`config.mk`:
```
export PLATFORM = sky130hd
export DESIGN_NAME = pc_sequencer
export DESIGN_NICKNAME = d
export VERILOG_FILES = /design/src/rtl/pc_seq_pkg.sv /design/src/rtl/pc_return_stack.sv /design/src/rtl/pc_sequencer.sv
export SDC_FILE = /design/constraint.sdc
export NUM_CORES = 1
export LEC_CHECK = 0
export ABC_AREA = 1
export CORE_MARGIN = 3
export CORE_UTILIZATION = 60
export CTS_CLUSTER_SIZE = 28
export DETAILED_ROUTE_END_ITERATION = 10
export HOLD_SLACK_MARGIN = 0.03
export PLACE_DENSITY = 0.78
export SYNTH_ARGS = -nofsm -noshare
export SYNTH_HDL_FRONTEND = slang
export SYNTH_SLANG_ARGS = --single-unit
```
`constraint.sdc`:
```
create_clock -name CLK -period 7.1 [get_ports CLK]
set_input_delay 0.71 -clock CLK [delete_from_list [all_inputs] [get_ports CLK]]
set_output_delay 0.71 -clock CLK [all_outputs]
set_load 0.02 [all_outputs]
```
`src/rtl/pc_seq_pkg.sv`:
```
// Shared definitions for the PC sequencer slice.
//   - PC_W                : program counter width
//   - DEFAULT_STACK_DEPTH : default number of return-stack entries
//   - STACK_MAX           : largest supported return-stack depth
//   - seq_state_e         : sequencer FSM state encoding
//   - pc_inc()            : modulo-256 PC increment
package pc_seq_pkg;

    localparam int PC_W                = 8;
    localparam int DEFAULT_STACK_DEPTH = 4;
    localparam int STACK_MAX           = 8;

    typedef enum logic [1:0] {
        ST_RUN   = 2'd0,
        ST_HALT  = 2'd1,
        ST_ERROR = 2'd2
    } seq_state_e;

    // Natural 8-bit overflow gives the FF -> 00 wrap with no flag.
    function automatic logic [PC_W-1:0] pc_inc(input logic [PC_W-1:0] pc);
        return pc + 8'd1;
    endfunction

endpackage

```
`src/rtl/pc_return_stack.sv`:
```
// Return-address stack for the PC sequencer.
// Ports:
//   CLK      - clock, rising edge
//   RESET_N  - asynchronous active-low reset (clears the pointer only)
//   push_i   - push data_i (ignored when full)
//   pop_i    - pop top entry (ignored when empty)
//   data_i   - return address to push
//   data_o   - current top-of-stack entry (valid when !empty_o)
//   full_o   - stack holds DEPTH entries
//   empty_o  - stack holds no entries
module pc_return_stack
    import pc_seq_pkg::*;
#(
    parameter int DEPTH = DEFAULT_STACK_DEPTH
) (
    input  logic            CLK,
    input  logic            RESET_N,
    input  logic            push_i,
    input  logic            pop_i,
    input  logic [PC_W-1:0] data_i,
    output logic [PC_W-1:0] data_o,
    output logic            full_o,
    output logic            empty_o
);

    // Storage is sized for the largest legal depth; DEPTH only moves the
    // full threshold, so indexing stays a fixed 3-bit field.
    logic [PC_W-1:0] mem_q [STACK_MAX];
    logic [3:0]      sp_q;
    logic [3:0]      sp_d;
    logic [2:0]      wr_idx;
    logic [2:0]      rd_idx;

    assign wr_idx  = sp_q[2:0];
    // With sp_q == 8 the low bits are 0, so the minus-one wraps to entry 7.
    assign rd_idx  = sp_q[2:0] - 3'd1;
    assign full_o  = (sp_q == 4'(DEPTH));
    assign empty_o = (sp_q == 4'd0);
    assign data_o  = mem_q[rd_idx];

    always_comb begin
        sp_d = sp_q;
        if (push_i && !full_o) begin
            sp_d = sp_q + 4'd1;
        end else if (pop_i && !empty_o) begin
            sp_d = sp_q - 4'd1;
        end
    end

    always_ff @(posedge CLK or negedge RESET_N) begin
        if (!RESET_N) begin
            sp_q <= 4'd0;
        end else begin
            sp_q <= sp_d;
        end
    end

    // Entry contents are not reset: a reset pointer makes them unreachable.
    always_ff @(posedge CLK) begin
        if (push_i && !full_o) begin
            mem_q[wr_idx] <= data_i;
        end
    end

endmodule

```
`src/rtl/pc_sequencer.sv`:
```
// Program counter sequencer with return stack and RUN/HALT/ERROR control.
// Ports:
//   CLK, RESET_N  - clock (rising edge) and asynchronous active-low reset
//   STALL         - freeze PC, stack and FSM for this cycle
//   JUMP          - unconditional load of TARGET
//   BRANCH, COND  - load TARGET when COND is high
//   CALL          - push PC+1, load TARGET
//   RET           - pop top of stack into PC
//   TARGET        - jump/branch/call destination
//   HALT_REQ      - enter HALT from RUN
//   RESUME        - leave HALT
//   PC            - registered program counter
//   HALTED        - high in HALT or ERROR
//   STACK_ERR     - sticky overflow/underflow flag, cleared only by reset
module pc_sequencer
    import pc_seq_pkg::*;
#(
    parameter int              STACK_DEPTH = DEFAULT_STACK_DEPTH,
    parameter logic [PC_W-1:0] RESET_VEC   = 8'h00
) (
    input  logic            CLK,
    input  logic            RESET_N,
    input  logic            STALL,
    input  logic            JUMP,
    input  logic            BRANCH,
    input  logic            COND,
    input  logic            CALL,
    input  logic            RET,
    input  logic [PC_W-1:0] TARGET,
    input  logic            HALT_REQ,
    input  logic            RESUME,
    output logic [PC_W-1:0] PC,
    output logic            HALTED,
    output logic            STACK_ERR
);

    seq_state_e      state_q, state_d;
    logic [PC_W-1:0] pc_q, pc_d;
    logic            err_q, err_d;
    logic            push, pop;
    logic [PC_W-1:0] stk_top;
    logic            stk_full, stk_empty;

    pc_return_stack #(
        .DEPTH (STACK_DEPTH)
    ) u_stack (
        .CLK     (CLK),
        .RESET_N (RESET_N),
        .push_i  (push),
        .pop_i   (pop),
        .data_i  (pc_inc(pc_q)),
        .data_o  (stk_top),
        .full_o  (stk_full),
        .empty_o (stk_empty)
    );

    always_comb begin
        state_d = state_q;
        pc_d    = pc_q;
        err_d   = err_q;
        push    = 1'b0;
        pop     = 1'b0;
        // STALL overrides everything, so all decisions sit under !STALL.
        if (!STALL) begin
            unique case (state_q)
                ST_RUN: begin
                    if (HALT_REQ) begin
                        state_d = ST_HALT;
                    end else if (RET) begin
                        if (stk_empty) begin
                            err_d   = 1'b1;
                            state_d = ST_ERROR;
                        end else begin
                            pop  = 1'b1;
                            pc_d = stk_top;
                        end
                    end else if (CALL) begin
                        if (stk_full) begin
                            err_d   = 1'b1;
                            state_d = ST_ERROR;
                        end else begin
                            push = 1'b1;
                            pc_d = TARGET;
                        end
                    end else if (JUMP || (BRANCH && COND)) begin
                        pc_d = TARGET;
                    end else begin
                        pc_d = pc_inc(pc_q);
                    end
                end
                ST_HALT: begin
                    // A concurrent HALT_REQ keeps us parked.
                    if (RESUME && !HALT_REQ) begin
                        state_d = ST_RUN;
                    end
                end
                ST_ERROR: begin
                    state_d = ST_ERROR;
                end
                default: begin
                    state_d = ST_ERROR;
                end
            endcase
        end
    end

    always_ff @(posedge CLK or negedge RESET_N) begin
        if (!RESET_N) begin
            state_q <= ST_RUN;
            pc_q    <= RESET_VEC;
            err_q   <= 1'b0;
        end else begin
            state_q <= state_d;
            pc_q    <= pc_d;
            err_q   <= err_d;
        end
    end

    assign PC        = pc_q;
    assign HALTED    = (state_q != ST_RUN);
    assign STACK_ERR = err_q;

endmodule

```
# After elaboration in Yosys (flattened, before gate mapping)
# Memory sizes are Yosys's and may differ from the RTL's.
# Index checks and enable logic that the tools add are counted.
# totals
inputBits,18
elab_cells,68
output_inout_bits,10
n_memories,1
ff_bits,15
ramBits,64
# mem_list
name,depth,word_bits,rd,rd_ports_with_merged_regs,write_ports,line_no,text
u_stack.mem_q,8,8,1,0,1,pc_return_stack.sv:28,logic [PC_W-1:0] mem_q [STACK_MAX];
# op_classes
eq_ne,9
muxes,31
bitwise,2
n_reduce_logical,17
n_addsub,4
# ops
cell,n
$mux W8,5
$mux W1,17
$mux W2,6
$reduce_and A5 Y1,2
$add A8 B1 Y8 const B,1
$mux W4,2
$ne A4 B3 Y1 const B,2
$reduce_bool A2 Y1,4
$reduce_and A6 Y1,1
$add A4 B1 Y4 const B,1
$eq A4 B3 Y1 const B,1
$logic_and A1 B1 Y1,4
$logic_not A4 Y1,1
$ne A2 B2 Y1 const B,2
$ne A4 B4 Y1 const B,1
$pmux W2 S2,1
$sub A4 B1 Y4 const B,1
$logic_not A1 Y1,3
$ne A3 B3 Y1 const B,1
$sub A3 B1 Y3 const B,1
$eq A2 B1 Y1 const B,1
$logic_not A2 Y1,1
$ne A2 B1 Y1 const B,1
$not A1 Y1,2
$logic_or A1 B1 Y1,1

# Longest topological paths before layout
# depth
depth_word,10
ltp_mapped,16
ltp_nobuf,14

# Cells and area by module
# A second synthesis with hierarchy kept.
# unflattened
hier_cells,402
area_unflattened_um2,3903.7
# by_module_without_submodules
module,seq_area_each_um2,cells_each,area_each_um2,instances
pc_return_stack,2021.9,262,2971.6,1
pc_sequencer,275.3,140,932.1,1

# Worst setup path before layout
# No wires, ideal clock.
# synth_timing
path_kind,register to register
start,register u_stack.sp_q[0]
end,memory u_stack.mem_q[1][0] (enable)
arrival_ns,2.059
setup_slack_ns,4.658
path_stages_with_launch,10
synth_period_minus_slack_ns,2.442
setup_ns,0.383
n_path_buf,2
required_ns,6.717
cell_sequence,dfrtp_1 > buf_2 > inv_4 > buf_4 > ha_1 > nand2_2 > o21ai_4 > nor2_4 > nand2_1 > nor3_1
# synth_via
elab_chain_len,10
elab_cells_between_ends,11
classes_between,1 x eq/ne; 8 x mux; 2 x reduce/logical
# synth_rtl
item,line_no,text
"start, declared",pc_return_stack.sv:29,logic [3:0] sp_q;
"start signal, assigned",pc_return_stack.sv:54,sp_q <= sp_d;
$eq A4 B3 Y1,pc_return_stack.sv:37,assign full_o = (sp_q == 4'(DEPTH));
$mux W1,pc_sequencer.sv:78,if (stk_full) begin
$mux W1,pc_sequencer.sv:77,end else if (CALL) begin
$mux W1,pc_sequencer.sv:69,end else if (RET) begin
$mux W1,pc_sequencer.sv:67,if (HALT_REQ) begin
$mux W1,pc_sequencer.sv:65,unique case (state_q)
$mux W1,pc_sequencer.sv:64,if (!STALL) begin
$logic_and A1 B1 Y1,pc_return_stack.sv:60,if (push_i && !full_o) begin
$mux W1,pc_return_stack.sv:60,
$mux W1 (not written as such),pc_return_stack.sv:61,mem_q[wr_idx] <= data_i;
"end, declared",pc_return_stack.sv:28,
# Parallel ways exist; a longest one is shown, timed or not.

# Worst setup path after layout
# layout_timing
start,register u_stack.sp_q[0]
end,memory u_stack.mem_q[1][1] (enable)
# Same word-level chain as after synthesis.

==> qor.csv <==
stage,metric,value,unit
drt,Vias,2941,
final_layout,share of cells above drive strength 1,8.02,%
logic_synthesis,"area leader, netlist",edfxtp_1,
placed_design,input/output buffers,27,
timing,Hold Fails Final Rpt,0,
timing,Final Setup Violations,0,
outcome,status,"complete, no violations",
timing,fin. max-slew vios,0,
drt,Vias/cell,5.61,
placed_design,Placed Area,0.00419,mm^2
cts,clock sinks,79,
drt,DRT met1 WL,3610,um
final_layout,"commonest non-fill, non-tap cell in the layout",nand2_1,
critical_path,Critical R2R Capture,u_stack.mem_q[1][1],
final_layout,antenna fix cells,0,
timing,Worst-Margin Slew,1.13,ns
timing,f_max,0.320,GHz
power_and_ir_drop,Leakage,1.82,nW
power_and_ir_drop,maximum vdd drop,0.177,mV
drt,DR DRC count,0,
timing,TNS Setup,0,ns
power_and_ir_drop,NetSw,0.199,mW
logic_synthesis,Synth Net Count,441,
logic_synthesis,synth unique cells,33,
cts,Skew-Pair Late Insertion Delay,0.35,ns
placed_design,Placer Congestion,0.908,
global_route,antenna violations before repair,0,
placed_design,DP Wirelength,6170,um
critical_path,cell depth of the worst flop-to-flop path,8,
cts,htree depth,3,
min_path,worst hold start,STACK_ERR,
floorplan,Initial Utilization,63.9,%
final_layout,Area Overhead vs Synth,12.0,%
drt,post-route ant nets,0,
critical_path,"Max FO, Critical Path",43,
global_route,Congestion Overflow GR,0,
drt,WL final,8870,um
cts,CTS Root Cell,clkbuf_8,
timing,RSZ-0062 raised after global routing,false,
timing,Worst Clk Skew,0.0108,ns
run,maxcap violations,0,
global_route,largest net degree at the start of global routing,44,
timing,min setup slack post-route,3.98,ns
floorplan,die width,86.6,um
floorplan,Die Y,86.6,um
cts,TritonCTS Buffers,9,
power_and_ir_drop,total power,0.847,mW
global_route,GRT Total Usage,25.3,%
logic_synthesis,post-synthesis sequential area ratio,59.0,%
cts,# resized after CTS,0,
floorplan,# IOs,28,
final_layout,Filler Cells Inserted,463,
cts,Post-CTS Setup Inserts,0,
cts,"CTS clk-pin slew, worst paths",0.08,ns
critical_path,CP arrival,3.10,ns
final_layout,Final Util,71.6,%
critical_path,crit path kind,reg2reg,
floorplan,row count,28,
global_route,global-route wire length before repair,14000,um
timing,part of the cycle the worst path needs,44.0,%
global_route,number of global-route vias before repair,2873,
logic_synthesis,Yosys warnings,0,
drt,WL met2,4450,um
power_and_ir_drop,Pint,0.648,mW
logic_synthesis,largest cells by area after synthesis,"edfxtp_1, nand2_1, dfrtp_1",
critical_path,startpoint class of the critical path,register,
logic_synthesis,Syn Area/Cell,9.32,um^2
drt,Top Layer Used,met4,
critical_path,crit end category,register,
drt,initial drt markers,408,
cts,CTS tree,yes,
floorplan,Core Footprint,0.00610,mm^2
floorplan,Die ar.,0.00750,mm^2
logic_synthesis,share of the synthesized area in the top cell type,49.3,%
timing,relative slew slack,24.1,%
logic_synthesis,cell area after synthesis,0.00390,mm^2
min_path,hold endpoint,STACK_ERR,
drt,met3 WL,558,um
drt,DRT Pass-1 Iters,7,
min_path,Worst Hold Depth,2,
power_and_ir_drop,Pwr Density,194,mW/mm^2
timing,Final Critical Period,3.12,ns
power_and_ir_drop,clock share of power,34.8,%
power_and_ir_drop,logic gate share of total power,5.4,%
logic_synthesis,Mapped Cells,418,
logic_synthesis,"FF+latch count, synth",79,
final_layout,Layout Nets,467,
critical_path,reg2reg start,u_stack.sp_q[0],
final_layout,design area,0.00436,mm^2
drt,routed len/inst,16.9,um
cts,hold_buf cts,0,
placed_design,pre-CTS WS,3.65,ns
critical_path,flop2flop setup slack,3.98,ns
cts,clock buffer depth,2,
final_layout,most frequent cells in the layout,"nand2_1, edfxtp_1, inv_1, nand3_1, nor2_1",
power_and_ir_drop,share of power burned in registers,59.8,%
critical_path,critical path required time,7.07,ns
power_and_ir_drop,switching share of total power,23.5,%
min_path,class of the tightest hold or removal check,reg2reg,
power by group through the flow:
stage / logic [mW] / clock network [mW] / registers [mW]
2_1_floorplan: 0.0192 / 0 / 0.518
3_5_place_dp: 0.0455 / 0 / 0.517
3_3_place_gp: 0.0445 / 0 / 0.517
5_1_grt: 0.0502 / 0.318 / 0.507
4_1_cts: 0.0459 / 0.298 / 0.506
6_report: 0.0457 / 0.295 / 0.506
worst max path at each step:
| stage | start | end | cells past startpoint |
|---|---|---|---|
| floorplan | u_stack.sp_q[0] | u_stack.mem_q[1][0] | 9 |
| global placement | RET | u_stack.mem_q[5][0] | 6 |
| detailed placement | RET | u_stack.mem_q[1][5] | 6 |
| CTS | u_stack.sp_q[0] | u_stack.mem_q[1][5] | 8 |
| global route | u_stack.sp_q[0] | u_stack.mem_q[1][5] | 8 |
| finish | u_stack.sp_q[0] | u_stack.mem_q[1][1] | 8 |
cell usage after synthesis (all sizes together):
library cell / number
nor2: 39
ha: 4
nor3: 7
a211oi: 1
buf: 12
nand4: 4
inv: 56
xor2: 3
edfxtp: 64
o211ai: 6
fa: 1
clkbuf: 1
o21ai: 11
xnor2: 1
dfrtp: 15
nand2: 131
nand3: 50
clkinv: 1
a21oi: 11
cells by family (layout without fill, tap and decap cells):
family,count (synthesis),count (layout),synth area share (%)
AOI/OAI and AO/OA,29,29,5.04
xor gates and xnor gates,4,4,1.28
adders and majority gates,5,5,1.80
buffers and inverters,70,101,7.58
DFF,79,79,59.0
and+or+nand+nor,231,231,25.3
registers in the layout (all words and copies together), names as in the netlist:
signal,count
PC,8
u_stack.mem_q,64
u_stack.sp_q,4
state_q,2
STACK_ERR,1
metal layers:
layer / GRT usage (%) / up-vias
met1: 32.8 / 1379
met2: 41.7 / 111
met5: 0 / -
li1: - / 1420
met4: 9.21 / 0
met3: 5.99 / 31
metrics by stage:
| step | cells | hold WS [ns] |
|---|---|---|
| finish | 524 | 0.488 |
| global route | 524 | 0.531 |
| CTS | 524 | 0.487 |
| detailed placement | 508 | 0.471 |
| global placement | 508 | 0.472 |
| floorplan | 418 | 0.414 |
area by class of cell:
class | instances | area, um^2 | area share (%)
tap | 75 | 93.8 | 2.15
multi-input combinational | 269 | 1300 | 29.9
inverter | 57 | 221 | 5.07
clock inverter | 7 | 46.3 | 1.06
timing repair buffer | 28 | 278 | 6.36
sequential | 79 | 2300 | 52.6
clock buffer | 9 | 124 | 2.84
critical path, cell delays in order (launching register included):
cell	delay, ns
dfrtp_1	0.33
buf_4	0.40
inv_4	0.22
ha_1	0.38
nand2_2	0.14
o21ai_4	0.09
nor2_4	0.16
nand2_1	0.12
nor3_1	0.89
Power figures use the tool's default switching activity.
